==> src/rtl/mem_bus_arbiter_pkg.sv <==
// Shared encodings and default widths for the memory bus arbiter.
package mem_bus_arbiter_pkg;

  localparam int DEF_ADDR_W     = 32;
  localparam int DEF_DATA_W     = 32;
  localparam int DEF_STARVE_MAX = 4;

  typedef enum logic [1:0] {
    ST_IDLE = 2'd0,
    ST_ADDR = 2'd1,
    ST_DATA = 2'd2,
    ST_RESP = 2'd3
  } arb_state_e;

  localparam logic GNT_INST = 1'b0;
  localparam logic GNT_DATA = 1'b1;

endpackage

==> src/rtl/mem_arb_prio.sv <==
// Data-over-fetch priority with a saturating starvation counter that forces
// a fetch grant once data has won STARVE_MAX times in a row against it.
module mem_arb_prio
  import mem_bus_arbiter_pkg::*;
#(
  parameter int STARVE_MAX = DEF_STARVE_MAX
) (
  input  logic clk,
  input  logic rst,
  input  logic i_req_i,
  input  logic d_req_i,
  input  logic accept_i,
  output logic grant_valid_o,
  output logic grant_sel_o
);

  localparam int CNT_W = $clog2(STARVE_MAX + 1);
  localparam logic [CNT_W-1:0] CNT_MAX = CNT_W'(STARVE_MAX);

  logic [CNT_W-1:0] starve_q, starve_d;

  // Pick the winner from the live requests each cycle.
  always_comb begin
    grant_valid_o = i_req_i | d_req_i;
    grant_sel_o   = GNT_INST;
    if (d_req_i && !(i_req_i && starve_q == CNT_MAX)) begin
      grant_sel_o = GNT_DATA;
    end
  end

  // Count data wins over a waiting fetch; any other grant clears the count.
  always_comb begin
    starve_d = starve_q;
    if (accept_i) begin
      if (grant_sel_o == GNT_DATA && i_req_i) begin
        starve_d = (starve_q == CNT_MAX) ? CNT_MAX : starve_q + 1'b1;
      end else begin
        starve_d = '0;
      end
    end
  end

  // Starvation counter register.
  always_ff @(posedge clk) begin
    if (rst) starve_q <= '0;
    else     starve_q <= starve_d;
  end

endmodule

==> src/rtl/mem_bus_arbiter.sv <==
// Shares one memory port between instruction fetch and data load/store,
// one transaction in flight at a time.
//
// state | meaning
// IDLE  | arbitrate live requests, accept winner (x_addr_ok) this cycle
// ADDR  | present latched request downstream, wait for m_addr_ok
// DATA  | wait for m_data_ok, capture read data for loads
// RESP  | pulse granted requester's x_data_ok, then back to IDLE
module mem_bus_arbiter
  import mem_bus_arbiter_pkg::*;
#(
  parameter int ADDR_W     = DEF_ADDR_W,
  parameter int DATA_W     = DEF_DATA_W,
  parameter int STARVE_MAX = DEF_STARVE_MAX
) (
  input  logic                clk,
  input  logic                rst,
  input  logic                i_req,
  input  logic [ADDR_W-1:0]   i_addr,
  output logic                i_addr_ok,
  output logic                i_data_ok,
  output logic [DATA_W-1:0]   i_rdata,
  input  logic                d_req,
  input  logic                d_wr,
  input  logic [DATA_W/8-1:0] d_wstrb,
  input  logic [ADDR_W-1:0]   d_addr,
  input  logic [DATA_W-1:0]   d_wdata,
  output logic                d_addr_ok,
  output logic                d_data_ok,
  output logic [DATA_W-1:0]   d_rdata,
  output logic                m_req,
  output logic                m_wr,
  output logic [DATA_W/8-1:0] m_wstrb,
  output logic [ADDR_W-1:0]   m_addr,
  output logic [DATA_W-1:0]   m_wdata,
  input  logic                m_addr_ok,
  input  logic                m_data_ok,
  input  logic [DATA_W-1:0]   m_rdata
);

  localparam int STRB_W = DATA_W / 8;

  arb_state_e          state_q, state_d;
  logic                grant_q, grant_d;
  logic                wr_q, wr_d;
  logic [STRB_W-1:0]   wstrb_q, wstrb_d;
  logic [ADDR_W-1:0]   addr_q, addr_d;
  logic [DATA_W-1:0]   wdata_q, wdata_d;
  logic [DATA_W-1:0]   rdata_q, rdata_d;

  logic grant_valid, grant_sel, accept;

  // Acceptance is suppressed while rst is high so outputs stay quiet in reset.
  assign accept = (state_q == ST_IDLE) && grant_valid && !rst;

  mem_arb_prio #(.STARVE_MAX(STARVE_MAX)) u_prio (
    .clk           (clk),
    .rst           (rst),
    .i_req_i       (i_req),
    .d_req_i       (d_req),
    .accept_i      (accept),
    .grant_valid_o (grant_valid),
    .grant_sel_o   (grant_sel)
  );

  // Next-state and latch updates for the transaction sequencer.
  always_comb begin
    state_d = state_q;
    grant_d = grant_q;
    wr_d    = wr_q;
    wstrb_d = wstrb_q;
    addr_d  = addr_q;
    wdata_d = wdata_q;
    rdata_d = rdata_q;
    unique case (state_q)
      ST_IDLE: begin
        if (accept) begin
          state_d = ST_ADDR;
          grant_d = grant_sel;
          if (grant_sel == GNT_DATA) begin
            wr_d    = d_wr;
            wstrb_d = d_wstrb;
            addr_d  = d_addr;
            wdata_d = d_wdata;
          end else begin
            wr_d    = 1'b0;
            wstrb_d = '0;
            addr_d  = i_addr;
            wdata_d = '0;
          end
        end
      end
      ST_ADDR: if (m_addr_ok) state_d = ST_DATA;
      ST_DATA: begin
        if (m_data_ok) begin
          state_d = ST_RESP;
          if (!wr_q) rdata_d = m_rdata;
        end
      end
      ST_RESP: state_d = ST_IDLE;
      default: state_d = ST_IDLE;
    endcase
  end

  // State and latched-request registers.
  always_ff @(posedge clk) begin
    if (rst) begin
      state_q <= ST_IDLE;
      grant_q <= GNT_INST;
      wr_q    <= 1'b0;
      wstrb_q <= '0;
      addr_q  <= '0;
      wdata_q <= '0;
      rdata_q <= '0;
    end else begin
      state_q <= state_d;
      grant_q <= grant_d;
      wr_q    <= wr_d;
      wstrb_q <= wstrb_d;
      addr_q  <= addr_d;
      wdata_q <= wdata_d;
      rdata_q <= rdata_d;
    end
  end

  assign i_addr_ok = accept && (grant_sel == GNT_INST);
  assign d_addr_ok = accept && (grant_sel == GNT_DATA);
  assign i_data_ok = (state_q == ST_RESP) && (grant_q == GNT_INST);
  assign d_data_ok = (state_q == ST_RESP) && (grant_q == GNT_DATA);
  assign i_rdata   = rdata_q;
  assign d_rdata   = rdata_q;

  // Downstream fields come straight from the latches; only m_req is gated.
  assign m_req   = (state_q == ST_ADDR);
  assign m_wr    = wr_q;
  assign m_wstrb = wstrb_q;
  assign m_addr  = addr_q;
  assign m_wdata = wdata_q;

endmodule

==> config.mk <==
export PLATFORM = sky130hd
export DESIGN_NAME = mem_bus_arbiter
export DESIGN_NICKNAME = d
export VERILOG_FILES = /design/src/rtl/mem_bus_arbiter_pkg.sv /design/src/rtl/mem_arb_prio.sv /design/src/rtl/mem_bus_arbiter.sv
export SDC_FILE = /design/constraint.sdc
export NUM_CORES = 1
export LEC_CHECK = 0
export ABC_AREA = 1
export CORE_ASPECT_RATIO = 2
export CORE_MARGIN = 4
export CORE_UTILIZATION = 40
export CTS_BUF_LIST = sky130_fd_sc_hd__clkbuf_8
export DETAILED_ROUTE_END_ITERATION = 6
export GPL_ROUTABILITY_DRIVEN = 0
export PLACE_DENSITY = 0.89
export SYNTH_ARGS = -nofsm -noshare
export SYNTH_HDL_FRONTEND = slang
export SYNTH_SLANG_ARGS = --single-unit
==> constraint.sdc <==
create_clock -name clk -period 1.65 [get_ports clk]
set_input_delay 0.2475 -clock clk [delete_from_list [all_inputs] [get_ports clk]]
set_output_delay 0.2475 -clock clk [all_outputs]
set_load 0.02 [all_outputs]
# Word-level counts from Yosys, hierarchy flattened
# Cells that the tools add are included.
[op_classes] n_eq_ne=7 bitwise_logic=4 addsub=1 mux=11 reduce_logical=15
[ops] operator="$mux W32" count=2
[ops] operator="$logic_and A1 B1 Y1" count=9
[ops] operator="$pmux W2 S4" count=1
[ops] operator="$mux W2" count=3
[ops] operator="$mux W3" count=2
[ops] operator="$reduce_and A3 Y1" count=2
[ops] operator="$eq A2 B2 Y1 const B" count=2
[ops] operator="$mux W4" count=1
[ops] operator="$ne A2 B2 Y1 const B" count=2
[ops] operator="$add A3 B1 Y3 const B" count=1
[ops] operator="$eq A3 B3 Y1 const B" count=1
[ops] operator="$not A1 Y1" count=3
[ops] operator="$eq A2 B1 Y1 const B" count=1
[ops] operator="$logic_not A1 Y1" count=2
[ops] operator="$logic_not A2 Y1" count=1
[ops] operator="$mux W1" count=2
[ops] operator="$ne A2 B1 Y1 const B" count=1
[ops] operator="$reduce_and A2 Y1" count=1
[ops] operator="$or A1 B1 Y1" count=1
[totals] inputBits=139 output_inout_bits=138 reg_bits=107 word_cells=46

# Logic depth before layout (Yosys ltp)
[depth] depth_word=7 mapped_depth=9 depth_no_buf=8

# Cells and area by module
# From an unflattened synthesis, not the netlist that was laid out.
[unflattened] hier_cells=650 area_unflattened_um2=4678.2
[modules_own_cells] module="mem_bus_arbiter" n_inst=1 cells_per_inst=620 area_per_inst_um2=4481.8 seq_area_each_um2=2082.0
[modules_own_cells] module="mem_arb_prio" n_inst=1 cells_per_inst=30 area_per_inst_um2=196.4 seq_area_each_um2=60.1

# Worst setup path after synthesis
# No wires, ideal clock.
[synth_timing] kind="reg2out" start="register state_q[0]" end="output port d_addr_ok" path_slack_ps=-111 stages_incl_launch_ff=8 path_buffers=1 required_ps=1402 t_arrival_ps=1513 path_cell_list="dfxtp_1 > inv_1 > ha_1 > inv_1 > nor3_4 > inv_2 > buf_4 > nor2_1"
[synth_via] elab_chain_cells=4
[synth_lines] element="from (decl)" line_no="mem_bus_arbiter.sv:43" source="arb_state_e state_q, state_d;"
[synth_lines] element="from (signal assigned)" line_no="mem_bus_arbiter.sv:116" source="state_q <= state_d;"
[synth_lines] element="$logic_not A2 Y1" line_no="mem_bus_arbiter.sv:54" source="assign accept = (state_q == ST_IDLE) && grant_valid && !rst;"
[synth_lines] element="$logic_and A1 B1 Y1 (2 in a row)" line_no="mem_bus_arbiter.sv:54"
[synth_lines] element="$logic_and A1 B1 Y1" line_no="mem_bus_arbiter.sv:127" source="assign d_addr_ok = accept && (grant_sel == GNT_DATA);"
[synth_lines] element="to (decl)" line_no="mem_bus_arbiter.sv:28" source="output logic d_addr_ok,"
# No other way between the ends.

# Worst setup path after layout
[layout_timing] start="input port i_req" end="output port d_addr_ok"
[layout_via] elab_chain_cells=5 word_cells_on_any_way=8 classes_between="mux: 1; bitwise: 1; reduce/logical: 6"
[layout_lines] element="from (decl)" line_no="mem_bus_arbiter.sv:18" source="input logic i_req,"
[layout_lines] element="$logic_and A1 B1 Y1" line_no="mem_arb_prio.sv:26" source="if (d_req_i && !(i_req_i && starve_q == CNT_MAX)) begin"
[layout_lines] element="$logic_not A1 Y1" line_no="mem_arb_prio.sv:26"
[layout_lines] element="$logic_and A1 B1 Y1" line_no="mem_arb_prio.sv:26"
[layout_lines] element="$mux W1" line_no="mem_arb_prio.sv:26"
[layout_lines] element="$logic_and A1 B1 Y1 (*)" line_no="mem_bus_arbiter.sv:127"
# Every way passes the cells marked *; elsewhere a longest branch is shown, timed or not.

==> results.cfg <==
[floorplan]
die_x_microns = 87.0
num_rows = 57
dieArea_sq_um = 14400
coreArea_sq_um = 12200
initial_core_util_pct = 40.9
io_pins = 277
die_h_microns = 166

[global_route]
grt_first_pass_wirelength_microns = 26500
grt_max_degree = 73
grt_use_total_pct = 23.0
antenna_found_initial = 0
grt_pass1_vias = 5201
grt_overflow_total = 0

[worst_setup_path]
cp_slowest_cell = clkdlybuf4s50_1
path_class = input port to output port
cp_max_fo = 3
crit_chain = clkdlybuf4s50_1 > nor2_1 > nor3_4 > inv_2 > buf_12 > nor2_4 > buf_6
critical_path.max_stage_delay_ps = 630
end_kind = output port
start_kind = input port
crit_arrival_ps = 1600
r2r-end = m_addr[1]
r2r_start = u_prio.starve_q[0]
crit_required_ps = 1400
cp_top_family = buffers and inverters
path_buf_inv = 4
rrSetupSlack_ps = -10
r2r_cells = 11

[synth]
synth_seq_cells = 107
synth_area_leader_cell = dfxtp_1
synth.distinct_cells = 15
syn-cell-area_sq_um = 4990
synth_cells = 755
yosys_warnings = 0
synth.avg_cell_area_sq_um = 6.61
ys_seq_area_share_pct = 42.9
syn_nets = 901
ys_top_cells_by_area = dfxtp_1 43%, nor2_1 14%, nand2_1 10%
netlist.area_leader.share_pct = 42.9

[clock_tree]
holdBufCountCts = 0
clock-sinks = 107
cts_buffers = 9
htree_levels = 3
cts-root-buf = clkbuf_8
cts.path.max_buffers = 2
cts_tree = built
clk_latency_ps = 370
clk_pin_slew_ps = 110

[detailed_routing]
totalWireLength_microns = 18400
ant_nets = 0
vias = 5599
drc = 0
firstDrtPassIters = 4
post_drt_via_cell_ratio = 4.81
first_iter_violations = 275
wl_per_cell_microns = 15.8

[power_and_ir_drop]
p_total_mw = 8.80
p_per_area_nw_per_um2 = 1040
vdd.ir_drop.worst_v = 0.000785
p_leak_nw = 4.17

[timing]
post-route-min-period_ps = 1840
hold_viol_final = 0
clock_skew_ps = 16.5
slew_violations = 0
period_share_pct = 112
holdWs_ps = 442
tightest_slew_ps = 441
slew_headroom_pct = 70.6
fmax_mhz = 543
rsz0062_at_grt = yes
fin_ws_ps = -193
setup_violations = 3

[placed_design]
io_buffers = 276
dp_hpwl_microns = 12700

[layout]
drive_gt1_share_pct = 8.85
diodes = 0
final_net_count = 1158
final_common_cell = clkdlybuf4s50_1
final_cell_mix = 227 x clkdlybuf4s50_1, 181 x nor2_1, 138 x nand2_1
post-route-util_pct = 69.4
num-fill-cells = 931
syn_to_final_growth_pct = 69.7

[hold_path]
hp-start = rst
hold_depth = 3
worstHoldEndpoint = m_wr
hp-class = input port to flip-flop

[run_status]
violations = negative setup slack
status = complete, but fails checks

[flow_run]
cap_violations = 0
## metrics by stage
step	area, sq um	cells	worst slack [ps]	setup TNS [ps]
after floorplan	5000	755	-26.8	-26.8
after global placement	7760	1129	-489	-27340
after detailed placement	7760	1129	-510	-30810
after CTS	8100	1151	-155	-6590
after global routing	8470	1164	-243	-3140
final	8470	1164	-193	-358
## routing by layer
layer	vias up	global-route usage, %	share of wire (%)
met1	2528	24.5	36
met5	-	0	0
met4	0	10.4	3.8
met2	242	42.1	54
met3	43	4.37	6.7
li1	2786	-	-
## area by class of cell
class,instances,area [sq um],share of cell area [%]
Clock buffer,10,138,1.63
Clock inverter,6,48.8,0.576
Inverter,90,340,4.02
Multi-Input combinational cell,481,2170,25.6
Sequential cell,107,2150,25.3
Tap cell,147,184,2.17
Timing Repair Buffer,323,3440,40.7
## registers in the layout, summed over array words and instances (netlist names)
name / count
d_rdata: 32
grant_q: 1
m_addr: 32
m_wdata: 32
m_wr: 1
m_wstrb: 4
state_q: 2
u_prio.starve_q: 3
## kinds of logic after synthesis
family	Yosys count	share of synthesized area (%)
AND/OR/NAND/NOR	364	28.7
flip-flops	107	42.9
AO/OA/AOI/OAI	110	11.0
adder cells (fa/ha/maj)	7	1.76
buffers and inverters	167	15.6
## tightest hold or removal path: cells and delay by family
family        cells  cell delay (ps)
buf+inv           2              390
simple gates      1              140
## worst max-delay path by stage
stage                     slack (ps)  cells after the start  startpoint         to
after CTS                       -150                      8  state_q[1]  d_addr_ok
final                           -190                      7       i_req  d_addr_ok
after detailed placement        -510                      6       i_req  i_addr_ok
after global placement          -490                      6       i_req  i_addr_ok
after global routing            -240                      8  state_q[1]  d_addr_ok
after floorplan                  -30                      7  state_q[0]  d_addr_ok
## synthesized netlist by cell type
master,instances
inv_1,89
nand2_1,139
inv_2,1
buf_1,6
dfxtp_1,107
ha_1,7
nor3_4,1
nor2_1,183
nand3b_1,1
clkbuf_1,21
a21oi_1,75
buf_2,15
buf_4,35
nand3_1,40
o21ai_0,35
## timing repair
| item | 4_1_cts | 5_1_grt |
|---|---|---|
| gates resized for setup | 36 | 66 |
| endpoints found under the setup margin | 82 | 122 |
| pin swaps | 2 | 1 |
| buffers inserted | 4 | 9 |
| gates cloned | 2 | 4 |
## power by group
group	switching [mW]	total [mW]	internal, mW
logic	2.15	4.11	1.95
registers	0.223	3.16	2.94
clock network	0.922	1.53	0.608
(Power assumes the default switching activity.)
